### src/rtl/wb_debug_bus_arbiter.sv
// Round-robin arbiter sharing one downstream bus-master port between the Caravel
// Wishbone slave and the UART debug bridge, with a per-transfer timeout abort.
module wb_debug_bus_arbiter #(
  parameter int ADDR_W  = 32,
  parameter int DATA_W  = 32,
  parameter int TIMEOUT = 255,
  parameter logic [DATA_W-1:0] ERR_DATA = DATA_W'(32'hBAD0_BAD0)
) (
  input  logic                wb_clk_i,
  input  logic                wb_rst_i,
  input  logic                wbs_cyc_i,
  input  logic                wbs_stb_i,
  input  logic                wbs_we_i,
  input  logic [DATA_W/8-1:0] wbs_sel_i,
  input  logic [ADDR_W-1:0]   wbs_adr_i,
  input  logic [DATA_W-1:0]   wbs_dat_i,
  output logic                wbs_ack_o,
  output logic [DATA_W-1:0]   wbs_dat_o,
  input  logic                dbg_req_i,
  input  logic                dbg_we_i,
  input  logic [DATA_W/8-1:0] dbg_strb_i,
  input  logic [ADDR_W-1:0]   dbg_addr_i,
  input  logic [DATA_W-1:0]   dbg_wdata_i,
  output logic                dbg_done_o,
  output logic                dbg_err_o,
  output logic [DATA_W-1:0]   dbg_rdata_o,
  output logic                m_req_o,
  output logic                m_we_o,
  output logic [DATA_W/8-1:0] m_strb_o,
  output logic [ADDR_W-1:0]   m_addr_o,
  output logic [DATA_W-1:0]   m_wdata_o,
  input  logic                m_ready_i,
  input  logic [DATA_W-1:0]   m_rdata_i,
  output logic                owner_o,
  output logic                timeout_o
);
  localparam int SW    = DATA_W / 8;
  localparam int CNT_W = 16;
  localparam logic [CNT_W-1:0] CNT_LAST = CNT_W'(TIMEOUT - 1);

  typedef enum logic [1:0] {IDLE, BUSY, RESP} state_e;

  state_e             state_q, state_d;
  logic               we_q, we_d;
  logic [SW-1:0]      strb_q, strb_d;
  logic [ADDR_W-1:0]  addr_q, addr_d;
  logic [DATA_W-1:0]  wdata_q, wdata_d;
  logic [DATA_W-1:0]  rdata_q, rdata_d;
  logic               owner_q, owner_d;
  logic               last_q, last_d;
  logic               err_q, err_d;
  logic               drop_q, drop_d;
  logic [CNT_W-1:0]   cnt_q, cnt_d;

  logic wb_rq, dbg_rq, pick_dbg, expire;

  assign wb_rq    = wbs_cyc_i & wbs_stb_i;
  assign dbg_rq   = dbg_req_i;
  // Debug wins when alone, or on a tie when Wishbone was the last owner.
  assign pick_dbg = dbg_rq & (~wb_rq | ~last_q);
  assign expire   = (cnt_q == CNT_LAST);

  always_ff @(posedge wb_clk_i or posedge wb_rst_i) begin
    if (wb_rst_i) state_q <= IDLE;
    else          state_q <= state_d;
  end

  always_comb begin
    state_d = state_q;
    case (state_q)
      IDLE:    if (wb_rq | dbg_rq) state_d = BUSY;
      BUSY:    if (m_ready_i | expire) state_d = RESP;
      RESP:    state_d = IDLE;
      default: state_d = IDLE;
    endcase
  end

  always_comb begin
    we_d    = we_q;
    strb_d  = strb_q;
    addr_d  = addr_q;
    wdata_d = wdata_q;
    rdata_d = rdata_q;
    owner_d = owner_q;
    last_d  = last_q;
    err_d   = err_q;
    drop_d  = drop_q;
    cnt_d   = cnt_q;
    if (state_q == IDLE && (wb_rq | dbg_rq)) begin
      we_d    = pick_dbg ? dbg_we_i    : wbs_we_i;
      strb_d  = pick_dbg ? dbg_strb_i  : wbs_sel_i;
      addr_d  = pick_dbg ? dbg_addr_i  : wbs_adr_i;
      wdata_d = pick_dbg ? dbg_wdata_i : wbs_dat_i;
      owner_d = pick_dbg;
      last_d  = pick_dbg;
      cnt_d   = '0;
      err_d   = 1'b0;
      drop_d  = 1'b0;
    end else if (state_q == BUSY) begin
      // A Wishbone master that abandons the cycle still lets the transfer finish silently.
      if (!owner_q && !wbs_cyc_i) drop_d = 1'b1;
      if (m_ready_i) begin
        rdata_d = m_rdata_i;
        err_d   = 1'b0;
      end else if (expire) begin
        rdata_d = ERR_DATA;
        err_d   = 1'b1;
      end else begin
        cnt_d = cnt_q + 1'b1;
      end
    end
  end

  always_ff @(posedge wb_clk_i or posedge wb_rst_i) begin
    if (wb_rst_i) begin
      we_q    <= 1'b0;
      strb_q  <= '0;
      addr_q  <= '0;
      wdata_q <= '0;
      rdata_q <= '0;
      owner_q <= 1'b0;
      last_q  <= 1'b1;
      err_q   <= 1'b0;
      drop_q  <= 1'b0;
      cnt_q   <= '0;
    end else begin
      we_q    <= we_d;
      strb_q  <= strb_d;
      addr_q  <= addr_d;
      wdata_q <= wdata_d;
      rdata_q <= rdata_d;
      owner_q <= owner_d;
      last_q  <= last_d;
      err_q   <= err_d;
      drop_q  <= drop_d;
      cnt_q   <= cnt_d;
    end
  end

  always_comb begin
    m_req_o     = (state_q == BUSY);
    wbs_ack_o   = (state_q == RESP) & ~owner_q & wbs_cyc_i & ~drop_q;
    dbg_done_o  = (state_q == RESP) & owner_q & dbg_req_i;
    wbs_dat_o   = wbs_ack_o  ? rdata_q : '0;
    dbg_rdata_o = dbg_done_o ? rdata_q : '0;
    dbg_err_o   = dbg_done_o & err_q;
    timeout_o   = (state_q == RESP) & err_q;
  end

  assign m_we_o    = we_q;
  assign m_strb_o  = strb_q;
  assign m_addr_o  = addr_q;
  assign m_wdata_o = wdata_q;
  assign owner_o   = owner_q;

endmodule
### config.mk
export PLATFORM = sky130hd
export DESIGN_NAME = wb_debug_bus_arbiter
export DESIGN_NICKNAME = d
export VERILOG_FILES = /design/src/rtl/wb_debug_bus_arbiter.sv
export SDC_FILE = /design/constraint.sdc
export NUM_CORES = 1
export LEC_CHECK = 0
export CAP_MARGIN = 5
export CORE_UTILIZATION = 25
export CTS_BUF_LIST = sky130_fd_sc_hd__clkbuf_8
export DETAILED_ROUTE_END_ITERATION = 16
export PLACE_DENSITY_LB_ADDON = 0.05
export SLEW_MARGIN = 20
export SYNTH_ARGS = -nofsm -noshare
export SYNTH_HDL_FRONTEND = slang
export SYNTH_SLANG_ARGS = --single-unit
### constraint.sdc
create_clock -name wb_clk_i -period 5 [get_ports wb_clk_i]
set_input_delay 1 -clock wb_clk_i [delete_from_list [all_inputs] [get_ports wb_clk_i]]
set_output_delay 1 -clock wb_clk_i [all_outputs]
set_load 0.03 [all_outputs]
==> results of run 1 <==
[per-layer routing]
metal  wire (um)  global-route usage  part of all wire  up-vias
met4         287              0.0527             0.014        0
met1        9020               0.204              0.43     2541
li1            -                   -                 -     2720
met2        9640               0.270              0.46      239
met3        1840              0.0495             0.089       17
met5           0                   0                 0        -
[final timing paths]
check	start	end	slack, ns	cells after the start
max in group asynchronous	wb_rst_i	m_addr_o[16]$_DFFE_PP0P_	2.86	3
max	dbg_req_i	dbg_rdata_o[7]	1.09	5
min	m_wdata_o[26]$_DFFE_PP0P_	m_wdata_o[26]$_DFFE_PP0P_	0.48	2
min reg2reg	m_wdata_o[26]$_DFFE_PP0P_	m_wdata_o[26]$_DFFE_PP0P_	0.48	2
max reg2reg	cnt_q[0]$_DFFE_PP0P_	rdata_q[27]$_DFFE_PP0P_	2.55	7
min in group asynchronous	wb_rst_i	m_wdata_o[8]$_DFFE_PP0P_	1.14	2
[registers in the layout (all words and copies together), names as in the netlist]
name       cells
last_q         1
err_q          1
cnt_q         16
state_q        2
m_we_o         1
m_strb_o       4
rdata_q       32
owner_o        1
m_wdata_o     32
m_addr_o      32
drop_q         1
[placed cells by master, fill, tap and decap left out, types with 8 or more instances in the layout]
cell type                         count
sky130_fd_sc_hd__clkdlybuf4s50_1    314
sky130_fd_sc_hd__dfrtp_1            122
sky130_fd_sc_hd__nand2_1             74
sky130_fd_sc_hd__o21ai_0             74
sky130_fd_sc_hd__mux2i_1             69
sky130_fd_sc_hd__and2_1              68
sky130_fd_sc_hd__inv_1               26
sky130_fd_sc_hd__a21oi_1             22
sky130_fd_sc_hd__clkbuf_8            21
sky130_fd_sc_hd__a22o_1              16
sky130_fd_sc_hd__a31oi_1             15
sky130_fd_sc_hd__nand3_1              9
sky130_fd_sc_hd__or4_1                9
sky130_fd_sc_hd__o31ai_1              8
[metrics by stage]
| step | utilization | hold slack (ns) |
|---|---|---|
| 2_1_floorplan | - | 0.463 |
| 3_3_place_gp | 0.402 | 0.463 |
| 5_1_grt | 0.420 | 0.509 |
| 4_1_cts | 0.419 | 0.484 |
| 6_report | 0.420 | 0.477 |
| 3_5_place_dp | 0.402 | 0.469 |
[Yosys cell counts, types with 2 or more instances]
cell type and instances:
sky130_fd_sc_hd__dfrtp_1 122, sky130_fd_sc_hd__nand2_1 76, sky130_fd_sc_hd__o21ai_0 74, sky130_fd_sc_hd__mux2i_1 69, sky130_fd_sc_hd__and2_1 68, sky130_fd_sc_hd__clkbuf_1 28
sky130_fd_sc_hd__inv_1 23, sky130_fd_sc_hd__a21oi_1 22, sky130_fd_sc_hd__a22o_1 16, sky130_fd_sc_hd__a31oi_1 15, sky130_fd_sc_hd__nand3_1 9, sky130_fd_sc_hd__or4_1 9
sky130_fd_sc_hd__buf_2 8, sky130_fd_sc_hd__o31ai_1 8, sky130_fd_sc_hd__buf_1 5, sky130_fd_sc_hd__nand4_1 5, sky130_fd_sc_hd__nor2_1 5, sky130_fd_sc_hd__and3_1 4
sky130_fd_sc_hd__o211ai_1 3, sky130_fd_sc_hd__o311ai_0 3, sky130_fd_sc_hd__a32o_1 2, sky130_fd_sc_hd__buf_4 2, sky130_fd_sc_hd__buf_6 2, sky130_fd_sc_hd__ha_1 2
sky130_fd_sc_hd__nand2b_1 2, sky130_fd_sc_hd__nor2b_1 2, sky130_fd_sc_hd__nor3_1 2, sky130_fd_sc_hd__nor4_1 2, sky130_fd_sc_hd__o221ai_1 2
[cells by family after synthesis]
group | count (synthesis) | synth area share
AO/OA/AOI/OAI | 152 | 0.154
buffers and inverters | 70 | 0.0488
multiplexers | 69 | 0.114
AND/OR/NAND/NOR | 190 | 0.167
flip-flops | 123 | 0.509
XOR/XNOR | 2 | 0.00289
adder cells (fa/ha/maj) | 2 | 0.00413
[power by group through the flow]
| stage | combinational (mW) | clock (mW) | sequential [mW] |
|---|---|---|---|
| final | 2.33 | 0.926 | 1.68 |
| after global routing | 2.52 | 1.01 | 1.73 |
| after CTS | 2.36 | 0.967 | 1.68 |
| after detailed placement | 2.37 | 0 | 1.69 |
| after global placement | 2.34 | 0 | 1.68 |
| after floorplan | 0.788 | 0 | 2.18 |
[worst max-delay path: cells and delay by family]
family | cells | cell delay (ns)
buffers and inverters | 3 | 1.53
AND/OR/NAND/NOR | 2 | 0.37
[area by class of cell]
cell class              count  share of cell area
repair buffers            322               0.324
flip-flops and latches    123               0.311
multi-input cells         415               0.273
well taps                 319              0.0403
clock buffers              21              0.0291
clock inverters            11              0.0131
inverters                  25             0.00972
diodes                      1            0.000252
==> impl_metrics.sql, run 1 <==
INSERT INTO impl_metrics (metric_group, metric, value, unit) VALUES
('status', 'status', 'complete, no violations', ''),
('logic_synthesis', 'yosys.area.top_type', 'sky130_fd_sc_hd__dfrtp_1', ''),
('clock_network', 'clockBufferDepth', '2', ''),
('power_and_ir_drop', 'clkPwrFrac', '0.188', ''),
('clock_network', 'insertion_delay', '0.43', 'ns'),
('logic_synthesis', 'cell_types_occupying_the_most_area_after_synthesis', 'sky130_fd_sc_hd__dfrtp_1, sky130_fd_sc_hd__mux2i_1, sky130_fd_sc_hd__and2_1', ''),
('layout', 'drive_above_1_share', '0.0534', ''),
('clock_network', 'numClockSinks', '123', ''),
('floorplan', 'floorplan.initialDensity', '0.256', ''),
('power_and_ir_drop', 'finalPower', '4.93', 'mW'),
('logic_synthesis', 'synth_seq_cells', '123', ''),
('layout', 'multi_input_area', '2700', 'um2'),
('global_routing', 'grt_first_pass_wirelength', '30700', 'um'),
('setup_path', 'setup.worst_path.class', 'input pin to output port', ''),
('clock_network', 'post_cts_clock_slew_at_the_launch_and_capture_registers_of_the_worst_setup_and_hold_paths', '0.07', 'ns'),
('power_and_ir_drop', 'leakagePower', '4.25', 'nW'),
('logic_synthesis', 'post_synth_instance_area', '6050', 'um2'),
('sta', 'fin_worst_skew', '0.0156', 'ns'),
('drt', 'postRouteAntennaNets', '0', ''),
('layout', 'final-instance-count-excl-fill', '1237', ''),
('floorplan', 'die-area', '24800', 'um2'),
('setup_path', 'cp.required', '4.00', 'ns'),
('placed_design', 'place.detailed.hpwl', '15600', 'um'),
('placed_design', 'pre_cts_slack', '1.09', 'ns'),
('hold_path', 'hold_path_class', 'register to register', ''),
('setup_path', 'timing.critical_path.arrival', '2.91', 'ns'),
('drt', 'finalWirelength', '20800', 'um'),
('clock_network', 'h_tree_depth_reported_by_cts', '4', ''),
('clock_network', 'cts_setup_buffers', '0', ''),
('flow_run', 'maxCapViolations', '0', ''),
('drt', 'vias_per_cell', '4.46', ''),
('placed_design', 'detailed_place.area', '9490', 'um2'),
('global_routing', 'number_of_antenna_violations_at_the_first_check_in_global_routing', '0', ''),
('logic_synthesis', 'postSynthAreaPerCell', '9.96', 'um2'),
('logic_synthesis', 'syn_inst', '608', ''),
('power_and_ir_drop', 'power.share.sequential', '0.340', ''),
('sta', 'timing.final.max_slew_violations', '0', ''),
('floorplan', 'fp.coreArea', '23600', 'um2'),
('placed_design', 'portBuffers', '314', ''),
('logic_synthesis', 'async_flop_share', '1.00', ''),
('logic_synthesis', 'postSynth.topFlopCell', 'sky130_fd_sc_hd__dfrtp_1', ''),
('sta', 'layout_worst_path_cycle_share', '0.782', ''),
('clock_network', 'cts_hold_buffers', '0', ''),
('sta', 'finalWorstPathRequiredPeriod', '3.91', 'ns'),
('power_and_ir_drop', 'total_switching_power', '2.03', 'mW'),
('power_and_ir_drop', 'pwrdens', '497', 'nW/um2'),
('layout', 'n_fill_cell', '2330', ''),
('logic_synthesis', 'mappedNetlistNets', '786', ''),
('global_routing', 'grt_max_degree', '121', ''),
('drt', 'drtIter0Drc', '196', ''),
('clock_network', 'tritoncts', 'yes', ''),
('sta', 'layout_setup_ws', '1.09', 'ns'),
('setup_path', 'max_stage_delay', '0.67', 'ns'),
('drt', 'routed_length_per_instance', '16.8', 'um'),
('drt', 'via_count', '5517', ''),
('sta', 'tns', '0', 'ns'),
('setup_path', 'worstPathMaxFanout', '34', ''),
('sta', 'max_slew_headroom', '0.351', ''),
('clock_network', 'post_cts_resize_count', '0', ''),
('power_and_ir_drop', 'power_switching_share', '0.413', ''),
('power_and_ir_drop', 'power.internal', '2.90', 'mW'),
('logic_synthesis', 'synth_cell_type_count', '47', ''),
('sta', 'hold_viol', '0', ''),
('global_routing', 'number_of_global_route_vias_before_repair', '5502', ''),
('drt', 'firstDrtPassIters', '4', ''),
('placed_design', 'place.detailed.instances', '1204', ''),
('layout', 'syn2layout_area_growth', '63.8', '%'),
('floorplan', 'width_of_the_die', '158', 'um'),
('power_and_ir_drop', 'max-vdd-ir-drop', '0.000186', 'V'),
('setup_path', 'startpoint_type', 'input pin', ''),
('layout', 'seqCellArea', '3080', 'um2');
Note: power is estimated with default switching activity, not from simulation.
==> run 2, diff against run 1 <==
==> constraint.sdc (replaced) <==
create_clock -name wb_clk_i -period 3.55 [get_ports wb_clk_i]
set_input_delay 0.71 -clock wb_clk_i [delete_from_list [all_inputs] [get_ports wb_clk_i]]
set_output_delay 0.71 -clock wb_clk_i [all_outputs]
set_load 0.03 [all_outputs]
==> impl_metrics.sql, run 2 (synthesis gave the netlist of run 1 again) <==
INSERT INTO impl_metrics (metric_group, metric, value, unit) VALUES
('drt', 'detail_route.drc_violations', '0', ''),
('sta', 'max_slew_headroom', '0.492', ''),
('sta', 'layout_worst_path_cycle_share', '0.870', ''),
('hold_path', 'hold_path_class', 'register to register', ''),
('clock_network', 'total_clock_buffers_created_by_cts', '17', ''),
('clock_network', 'cts_hold_buffers', '0', ''),
('power_and_ir_drop', 'pwrdens', '717', 'nW/um2'),
('floorplan', 'num_rows', '56', ''),
('clock_network', 'clockRootBuffer', 'sky130_fd_sc_hd__clkbuf_8', ''),
('sta', 'hold_ws', '0.480', 'ns'),
('setup_path', 'worstSetupEndpointType', 'output port', ''),
('status', 'status', 'complete, no violations', ''),
('clock_network', 'tritoncts', 'yes', ''),
('global_routing', 'grt_usage', '0.161', ''),
('setup_path', 'timing.reg2reg.worst_path_depth', '7', ''),
('power_and_ir_drop', 'leakagePower', '4.42', 'nW'),
('power_and_ir_drop', 'power.internal', '4.16', 'mW'),
('setup_path', 'worstSetupStartpoint', 'wbs_cyc_i', ''),
('clock_network', 'post_cts_clock_slew_at_the_launch_and_capture_registers_of_the_worst_setup_and_hold_paths', '0.07', 'ns'),
('clock_network', 'post_cts_resize_count', '0', ''),
('placed_design', 'portBuffers', '314', ''),
('drt', 'via_count', '5563', ''),
('power_and_ir_drop', 'power.share.sequential', '0.335', ''),
('power_and_ir_drop', 'max-vdd-ir-drop', '0.000234', 'V'),
('layout', 'final-instance-count-excl-fill', '1241', ''),
('drt', 'drtIter0Drc', '209', ''),
('setup_path', 'timing.critical_path.arrival', '2.38', 'ns'),
('placed_design', 'place.detailed.instances', '1208', ''),
('drt', 'vias_per_cell', '4.48', ''),
('clock_network', 'cts_setup_buffers', '0', ''),
('clock_network', 'clockBufferDepth', '2', ''),
('clock_network', 'h_tree_depth_reported_by_cts', '4', ''),
('setup_path', 'worstPathCellList', 'clkdlybuf4s50_1 > and3_1 > buf_4 > clkdlybuf4s50_1', ''),
('global_routing', 'number_of_global_route_vias_before_repair', '5425', ''),
('floorplan', 'fp.coreArea', '23600', 'um2'),
('sta', 'finalWorstPathRequiredPeriod', '3.09', 'ns'),
('setup_path', 'max_stage_delay', '0.68', 'ns'),
('floorplan', 'die-area', '24800', 'um2'),
('drt', 'finalWirelength', '20500', 'um'),
('global_routing', 'number_of_antenna_violations_at_the_first_check_in_global_routing', '1', ''),
('power_and_ir_drop', 'clkPwrFrac', '0.202', ''),
('setup_path', 'critical_path_depth', '4', ''),
('floorplan', 'floorplan.initialDensity', '0.256', ''),
('sta', 'fin_worst_skew', '0.0121', 'ns'),
('floorplan', 'ioPinCount', '315', ''),
('floorplan', 'floorplan.die.height', '158', 'um'),
('clock_network', 'insertion_delay', '0.44', 'ns'),
('global_routing', 'overflow', '0', ''),
('sta', 'hold_viol', '0', ''),
('layout', 'syn2layout_area_growth', '63.0', '%'),
('global_routing', 'grt_max_degree', '79', ''),
('setup_path', 'worst_reg2reg_path_startpoint', 'cnt_q[0]$_DFFE_PP0P_', ''),
('placed_design', 'place.detailed.hpwl', '15700', 'um'),
('hold_path', 'min_delay_path_depth', '2', ''),
('sta', 'timing.final.max_slew_violations', '0', ''),
('layout', 'final_common_cell', 'sky130_fd_sc_hd__clkdlybuf4s50_1', ''),
('drt', 'routed_length_per_instance', '16.5', 'um'),
('setup_path', 'path_delay_family', 'buffers and inverters', ''),
('sta', 'grt_setup_unrepaired', 'false', ''),
('sta', 'tightest_slew', '0.762', 'ns'),
('sta', 'tns', '0', 'ns'),
('floorplan', 'width_of_the_die', '158', 'um'),
('power_and_ir_drop', 'power_switching_share', '0.412', ''),
('setup_path', 'worst_path_max_delay_cell', 'sky130_fd_sc_hd__clkdlybuf4s50_1', ''),
('setup_path', 'worstPathBufferInverterCount', '3', ''),
('drt', 'postRouteAntennaNets', '0', ''),
('setup_path', 'worstPathMaxFanout', '11', ''),
('layout', 'num-nets-final', '1086', ''),
('power_and_ir_drop', 'total_switching_power', '2.92', 'mW'),
('setup_path', 'cp.required', '2.84', 'ns'),
('clock_network', 'numClockSinks', '123', ''),
('power_and_ir_drop', 'p_comb_frac', '0.463', ''),
('flow_run', 'maxCapViolations', '0', ''),
('global_routing', 'grt_first_pass_wirelength', '29900', 'um'),
('setup_path', 'startpoint_type', 'input pin', ''),
('layout', 'layout_common_cells', 'sky130_fd_sc_hd__clkdlybuf4s50_1, sky130_fd_sc_hd__dfrtp_1, sky130_fd_sc_hd__nand2_1, sky130_fd_sc_hd__o21ai_0, sky130_fd_sc_hd__buf_4', ''),
('layout', 'drive_above_1_share', '0.129', ''),
('hold_path', 'worst_hold_startpoint', 'm_addr_o[6]$_DFFE_PP0P_', ''),
('placed_design', 'place.gp.congestion', '0.767', ''),
('setup_path', 'cpMostUsedCell', 'sky130_fd_sc_hd__clkdlybuf4s50_1', ''),
('power_and_ir_drop', 'finalPower', '7.08', 'mW'),
('sta', 'fmax', '324', 'MHz'),
('sta', 'report.final.setup_viol', '0', ''),
('setup_path', 'setup.worst_path.class', 'input pin to output port', ''),
('drt', 'firstDrtPassIters', '4', '');
## run 2: changes by cell type in the layout (fill, tap and decap cells not counted), moves of 2 or more
cell and change:
sky130_fd_sc_hd__buf_4 +63, sky130_fd_sc_hd__clkdlybuf4s50_1 -63, sky130_fd_sc_hd__buf_12 +4, sky130_fd_sc_hd__clkbuf_8 -4
sky130_fd_sc_hd__clkinv_4 +3, sky130_fd_sc_hd__inv_1 -3, sky130_fd_sc_hd__bufinv_16 +2, sky130_fd_sc_hd__inv_6 +2
## run 2: power groups by stage
stage               sequential, mW  combinational (mW)  clock, mW
floorplan                     3.06                1.11          0
global placement              2.38                3.30          0
detailed placement            2.39                3.33          0
CTS                           2.38                3.33       1.49
global route                  2.46                3.52       1.55
finish                        2.37                3.28       1.43
## run 2: metal layers
layer / up-vias / wire length [um] / global-route usage / share of wire
li1: 2736 / - / - / -
met1: 2569 / 8500 / 0.192 / 0.41
met2: 240 / 9710 / 0.270 / 0.47
met3: 18 / 2010 / 0.0545 / 0.098
met4: 0 / 264 / 0.0564 / 0.013
met5: - / 0 / 0 / 0
## run 2: worst register-to-register path: stages (launching register included)
cell	delay [ns]
sky130_fd_sc_hd__dfrtp_1	0.42
sky130_fd_sc_hd__inv_1	0.10
sky130_fd_sc_hd__ha_1	0.15
sky130_fd_sc_hd__nor4b_2	0.28
sky130_fd_sc_hd__a41o_4	0.50
sky130_fd_sc_hd__nand2_2	0.34
sky130_fd_sc_hd__inv_2	0.34
sky130_fd_sc_hd__a31oi_1	0.15
## run 2: worst paths after layout
check,slack (ns),end
worst min register to register,0.48,m_addr_o[6]$_DFFE_PP0P_
worst max register to register,1.15,rdata_q[20]$_DFFE_PP0P_
worst min-delay path,0.48,m_addr_o[6]$_DFFE_PP0P_
max in group asynchronous,2.23,last_q$_DFFE_PP1P_
min in group asynchronous,0.59,rdata_q[5]$_DFFE_PP0P_
worst max-delay path,0.46,wbs_ack_o
## run 2: through the flow
stage / util / instance area (um2) / setup slack, ns
2_1_floorplan: - / 6060 / 1.03
3_3_place_gp: 0.398 / 9410 / 0.527
3_5_place_dp: 0.398 / 9410 / 0.478
4_1_cts: 0.418 / 9870 / 0.470
5_1_grt: 0.418 / 9870 / 0.390
6_report: 0.418 / 9870 / 0.460
## run 2: area by class of cell
type,instances,area (um2)
Clock inverter,15,223
Inverter,25,97.6
Multi-Input combinational cell,415,2700
Tap cell,319,399
Timing Repair Buffer,326,3140
Antenna cell,1,2.50
Clock buffer,17,234
Sequential cell,123,3080
Fill cell,2319,13700
==> run 3, diff against run 2 <==
--- a/config.mk
+++ b/config.mk
@@ -6,6 +6,7 @@
 export NUM_CORES = 1
 export LEC_CHECK = 0
 export CAP_MARGIN = 5
+export CORE_MARGIN = 10
 export CORE_UTILIZATION = 25
 export CTS_BUF_LIST = sky130_fd_sc_hd__clkbuf_8
 export DETAILED_ROUTE_END_ITERATION = 16
==> impl_metrics.sql, run 3 (synthesis gave the netlist of run 1 again) <==
INSERT INTO impl_metrics (metric_group, metric, value, unit) VALUES
('setup_path', 'timing.reg2reg.worst_path_depth', '7', ''),
('setup_path', 'worstPathCellList', 'nand2b_1 > clkinv_1 > clkdlybuf4s50_1', ''),
('hold_path', 'min_delay_path_depth', '2', ''),
('hold_path', 'hold_path_class', 'register to register', ''),
('setup_path', 'cp.required', '2.84', 'ns'),
('layout', 'final_common_cell', 'sky130_fd_sc_hd__clkdlybuf4s50_1', ''),
('global_routing', 'overflow', '0', ''),
('global_routing', 'number_of_global_route_vias_before_repair', '5858', ''),
('layout', 'syn2layout_area_growth', '63.0', '%'),
('layout', 'num-nets-final', '1085', ''),
('clock_network', 'tritoncts', 'yes', ''),
('clock_network', 'post_cts_clock_slew_at_the_launch_and_capture_registers_of_the_worst_setup_and_hold_paths', '0.08', 'ns'),
('sta', 'tns', '0', 'ns'),
('drt', 'drtIter0Drc', '215', ''),
('sta', 'layout_worst_path_cycle_share', '0.823', ''),
('drt', 'via_count', '5544', ''),
('clock_network', 'insertion_delay', '0.44', 'ns'),
('sta', 'hold_viol', '0', ''),
('drt', 'finalWirelength', '23300', 'um'),
('power_and_ir_drop', 'total_switching_power', '2.92', 'mW'),
('flow_run', 'maxCapViolations', '0', ''),
('hold_path', 'worst_hold_startpoint', 'm_wdata_o[30]$_DFFE_PP0P_', ''),
('sta', 'finalWorstPathRequiredPeriod', '2.92', 'ns'),
('hold_path', 'worst_hold_path_endpoint', 'm_wdata_o[30]$_DFFE_PP0P_', ''),
('setup_path', 'worst_reg2reg_path_startpoint', 'cnt_q[0]$_DFFE_PP0P_', ''),
('setup_path', 'worst_path_max_delay_cell', 'sky130_fd_sc_hd__clkdlybuf4s50_1', ''),
('setup_path', 'max_stage_delay', '0.64', 'ns'),
('setup_path', 'regToRegSetupSlack', '1.08', 'ns'),
('global_routing', 'number_of_antenna_violations_at_the_first_check_in_global_routing', '0', ''),
('power_and_ir_drop', 'leakagePower', '4.41', 'nW'),
('power_and_ir_drop', 'p_comb_frac', '0.475', ''),
('setup_path', 'reg2reg_to', 'rdata_q[25]$_DFFE_PP0P_', ''),
('sta', 'fmax', '342', 'MHz'),
('drt', 'postRouteAntennaNets', '0', ''),
('floorplan', 'fp.coreArea', '23700', 'um2'),
('power_and_ir_drop', 'pwrdens', '712', 'nW/um2'),
('setup_path', 'worstPathMaxFanout', '19', ''),
('global_routing', 'grt_max_degree', '71', ''),
('layout', 'layout_common_cells', 'sky130_fd_sc_hd__clkdlybuf4s50_1, sky130_fd_sc_hd__dfrtp_1, sky130_fd_sc_hd__nand2_1, sky130_fd_sc_hd__o21ai_0, sky130_fd_sc_hd__mux2i_1', ''),
('floorplan', 'num_rows', '56', ''),
('floorplan', 'floorplan.initialDensity', '0.256', ''),
('setup_path', 'setup.worst_path.class', 'register to output port', ''),
('layout', 'n_fill_cell', '2369', ''),
('drt', 'vias_per_cell', '4.48', ''),
('clock_network', 'post_cts_resize_count', '0', ''),
('drt', 'detail_route.drc_violations', '0', ''),
('sta', 'report.final.setup_viol', '0', ''),
('floorplan', 'width_of_the_die', '176', 'um'),
('sta', 'grt_setup_unrepaired', 'false', ''),
('power_and_ir_drop', 'finalPower', '7.03', 'mW'),
('power_and_ir_drop', 'power_switching_share', '0.416', ''),
('placed_design', 'place.detailed.hpwl', '18300', 'um'),
('global_routing', 'grt_first_pass_wirelength', '35300', 'um'),
('clock_network', 'h_tree_depth_reported_by_cts', '4', ''),
('layout', 'drive_above_1_share', '0.131', ''),
('drt', 'firstDrtPassIters', '4', ''),
('clock_network', 'numClockSinks', '123', ''),
('placed_design', 'place.gp.congestion', '0.787', ''),
('status', 'status', 'complete, no violations', ''),
('floorplan', 'floorplan.die.height', '176', 'um'),
('power_and_ir_drop', 'clkPwrFrac', '0.190', ''),
('clock_network', 'total_clock_buffers_created_by_cts', '17', ''),
('sta', 'max_slew_headroom', '0.479', ''),
('drt', 'routed_length_per_instance', '18.8', 'um'),
('sta', 'tightest_slew', '0.780', 'ns'),
('power_and_ir_drop', 'power.share.sequential', '0.335', ''),
('power_and_ir_drop', 'max-vdd-ir-drop', '0.000240', 'V'),
('setup_path', 'worstSetupEndpointType', 'output port', ''),
('clock_network', 'cts_setup_buffers', '0', ''),
('setup_path', 'timing.critical_path.arrival', '2.21', 'ns'),
('global_routing', 'grt_usage', '0.147', ''),
('setup_path', 'startpoint_type', 'register', ''),
('clock_network', 'clockRootBuffer', 'sky130_fd_sc_hd__clkbuf_8', ''),
('sta', 'timing.final.max_slew_violations', '0', ''),
('clock_network', 'clockBufferDepth', '2', ''),
('floorplan', 'ioPinCount', '315', ''),
('layout', 'insertedDiodeCount', '0', ''),
('placed_design', 'portBuffers', '314', ''),
('power_and_ir_drop', 'power.internal', '4.10', 'mW'),
('clock_network', 'cts_hold_buffers', '0', ''),
('sta', 'fin_worst_skew', '0.0154', 'ns'),
('floorplan', 'die-area', '30800', 'um2');
-- run 3: changes by cell type in the layout (fill, tap and decap cells not counted), moves of 2 or more --
cell and change:
sky130_fd_sc_hd__inv_6 -2, sky130_fd_sc_hd__buf_4 -2, sky130_fd_sc_hd__buf_12 +4, sky130_fd_sc_hd__clkdlybuf4s50_1 -3
sky130_fd_sc_hd__clkinvlp_4 +3, sky130_fd_sc_hd__clkinv_4 -3
-- run 3: final cells by class --
cell class / count / area, um2 / area share
flip-flops and latches: 123 / 3080 / 0.312
well taps: 319 / 399 / 0.0404
clock buffers: 18 / 248 / 0.0251
clock inverters: 13 / 176 / 0.0179
multi-input cells: 415 / 2700 / 0.273
inverters: 25 / 97.6 / 0.00989
repair buffers: 325 / 3170 / 0.322
-- run 3: how the worst max path moves through the flow --
stage	from	endpoint	slack [ns]	depth (start not counted)
floorplan	dbg_req_i	dbg_rdata_o[22]	1.03	4
global placement	wbs_cyc_i	wbs_ack_o	0.67	3
detailed placement	wbs_cyc_i	wbs_ack_o	0.66	3
CTS	state_q[1]$_DFFE_PP0P_	m_req_o	0.56	3
global route	state_q[1]$_DFFE_PP0P_	m_req_o	0.46	3
finish	state_q[1]$_DFFE_PP0P_	m_req_o	0.63	3
-- run 3: critical path: cells and delay by family (launching register included) --
kind / cells / cell delay, ns
flops: 1 / 0.36
simple gates: 1 / 0.56
buf+inv: 2 / 0.83
-- run 3: power by group through the flow --
| stage | clock network, mW | logic [mW] | registers [mW] |
|---|---|---|---|
| after floorplan | 0 | 1.11 | 3.06 |
| after global placement | 0 | 3.37 | 2.36 |
| after detailed placement | 0 | 3.40 | 2.38 |
| after CTS | 1.39 | 3.40 | 2.36 |
| after global routing | 1.45 | 3.60 | 2.44 |
| final | 1.34 | 3.34 | 2.35 |
-- run 3: per-layer routing --
layer,up-vias,global-route usage,share of wire
met5,-,0,0
met4,0,0.0378,0.0098
met3,15,0.0577,0.087
met2,232,0.228,0.45
met1,2581,0.187,0.45
li1,2716,-,-
-- run 3: per-stage QoR --
step / hold WS [ns] / instances / setup WS [ns] / utilization / cell area, um2
6_report: 0.479 / 1238 / 0.627 / 0.417 / 9870
4_1_cts: 0.485 / 1238 / 0.557 / 0.417 / 9870
3_5_place_dp: 0.470 / 1207 / 0.657 / 0.399 / 9440
5_1_grt: 0.500 / 1238 / 0.463 / 0.417 / 9870
2_1_floorplan: 0.463 / 608 / 1.03 / - / 6060
3_3_place_gp: 0.465 / 1207 / 0.669 / 0.399 / 9440
==> RTL edit, RTL diff (config.mk and constraints of run 2) <==
`DATA_W`: 32 -> 48.
--- a/src/rtl/wb_debug_bus_arbiter.sv
+++ b/src/rtl/wb_debug_bus_arbiter.sv
@@ -2,7 +2,7 @@
 // Wishbone slave and the UART debug bridge, with a per-transfer timeout abort.
 module wb_debug_bus_arbiter #(
   parameter int ADDR_W  = 32,
-  parameter int DATA_W  = 32,
+  parameter int DATA_W  = 48,
   parameter int TIMEOUT = 255,
   parameter logic [DATA_W-1:0] ERR_DATA = DATA_W'(32'hBAD0_BAD0)
 ) (
Ports: changed (9 resized); port bits go from 315 to 417. No check against the original RTL was run, so the function may have changed too.
==> RTL edit against run 2 <==
  * Die area is 26% higher
  * Sequential cell count is 34 higher
  * Setup slack better by 0.20 ns
  * Area after synthesis is 26% higher
  * Combinational power is 28% higher
  * Utilization is 0.35 points lower
  * Routed wire length is 37% higher
  * Total power is 21% higher
  * Final area is 25% higher
  * Largest power group unchanged
  * Highest routed layer unchanged
==> RTL edit: results <==
{
  "status": "completed",
  "irDropWorstVdd_v": 0.0004141,
  "arrival_ns": 2.18,
  "relSlewSlack": 0.4955,
  "io_buffer_count": 416,
  "area_growth_pct": 61.72,
  "fin_cells": 1567,
  "netlist_top_cells_area": "dfrtp_1 51%, mux2i_1 12%, and2_1 8.0%",
  "holdWs_ns": 0.4835,
  "fin_skew_ns": 0.01740,
  "nFillCells": 2980,
  "synth_cell_types": 40,
  "dp_hpwl_mm": 21.34,
  "dp_cells": 1535,
  "grtUsageTotal": 0.1797,
  "path_clk_slew_ns": 0.09,
  "r2r-end": "rdata_q[6]",
  "hold_end": "last_q",
  "slowest_delay_ns": 0.71,
  "n_antenna_cell": 0,
  "synthCells": 765,
  "routed_wl_mm": 28.12,
  "antenna_found_initial": 0,
  "grt_pass1_vias": 6865,
  "dp_slack_ns": 0.6862,
  "leakage_uw": 0.005592,
  "p_sw_uw": 3761,
  "drtIter0Drc": 276,
  "ys_seq_area_frac": 0.5134,
  "dpl_cell_area_sq_um": 12030,
  "grt_max_degree": 131,
  "fin_nets": 1394,
  "place_congestion": 0.7282,
  "crit_fanout": 13,
  "intPower_uw": 4796
}
-- RTL edit: cell types whose count changed after synthesis, sizes merged, moves of 4 or more --
cell / change
and2: +30
clkbuf: +6
inv: +6
buf: +5
or3: +4
nand4: +4
o21ai: +19
dfrtp: +34
nor3: +4
a22o: +16
o31ai: -7
nand2: +24
mux2i: +22
-- RTL edit: tightest hold or removal path: stages, from the launching register on --
cell and delay (ns):
dfstp_2 0.38, nand2_1 0.04, o21ai_0 0.06
-- RTL edit: routing by layer --
metal / routed length, um / share of wire / vias to the layer above / global-route usage
li1: - / - / 3448 / -
met1: 11310 / 0.40 / 3213 / 0.2164
met2: 13820 / 0.49 / 288 / 0.3016
met3: 2694 / 0.096 / 14 / 0.06701
met4: 304 / 0.011 / 0 / 0.04203
met5: 0 / 0 / - / 0
-- RTL edit: how the worst max path moves through the flow --
stage               start           end  slack, ns
3_3_place_gp    wbs_cyc_i  wbs_dat_o[4]       0.72
3_5_place_dp    wbs_cyc_i  wbs_dat_o[4]       0.69
5_1_grt        state_q[1]       m_req_o       0.50
4_1_cts        state_q[1]       m_req_o       0.57
6_report       state_q[1]       m_req_o       0.66
2_1_floorplan    wb_rst_i      cnt_q[0]       0.85
-- RTL edit: logic make-up (layout without fill, tap and decap cells) --
family,count (synthesis),after routing,share of synthesized area
fa+ha+maj,2,2,0.003269
buf+inv,86,498,0.04887
flops,157,157,0.5134
compound gates,178,178,0.1442
simple gates,251,251,0.1713
mux,91,91,0.1190
-- RTL edit: layout make-up --
cell class,count,area share
clock buffers,17,0.01890
clock inverters,15,0.009400
inverters,30,0.009400
multi-input cells,522,0.2719
flip-flops and latches,157,0.3175
well taps,390,0.03942
repair buffers,436,0.3335
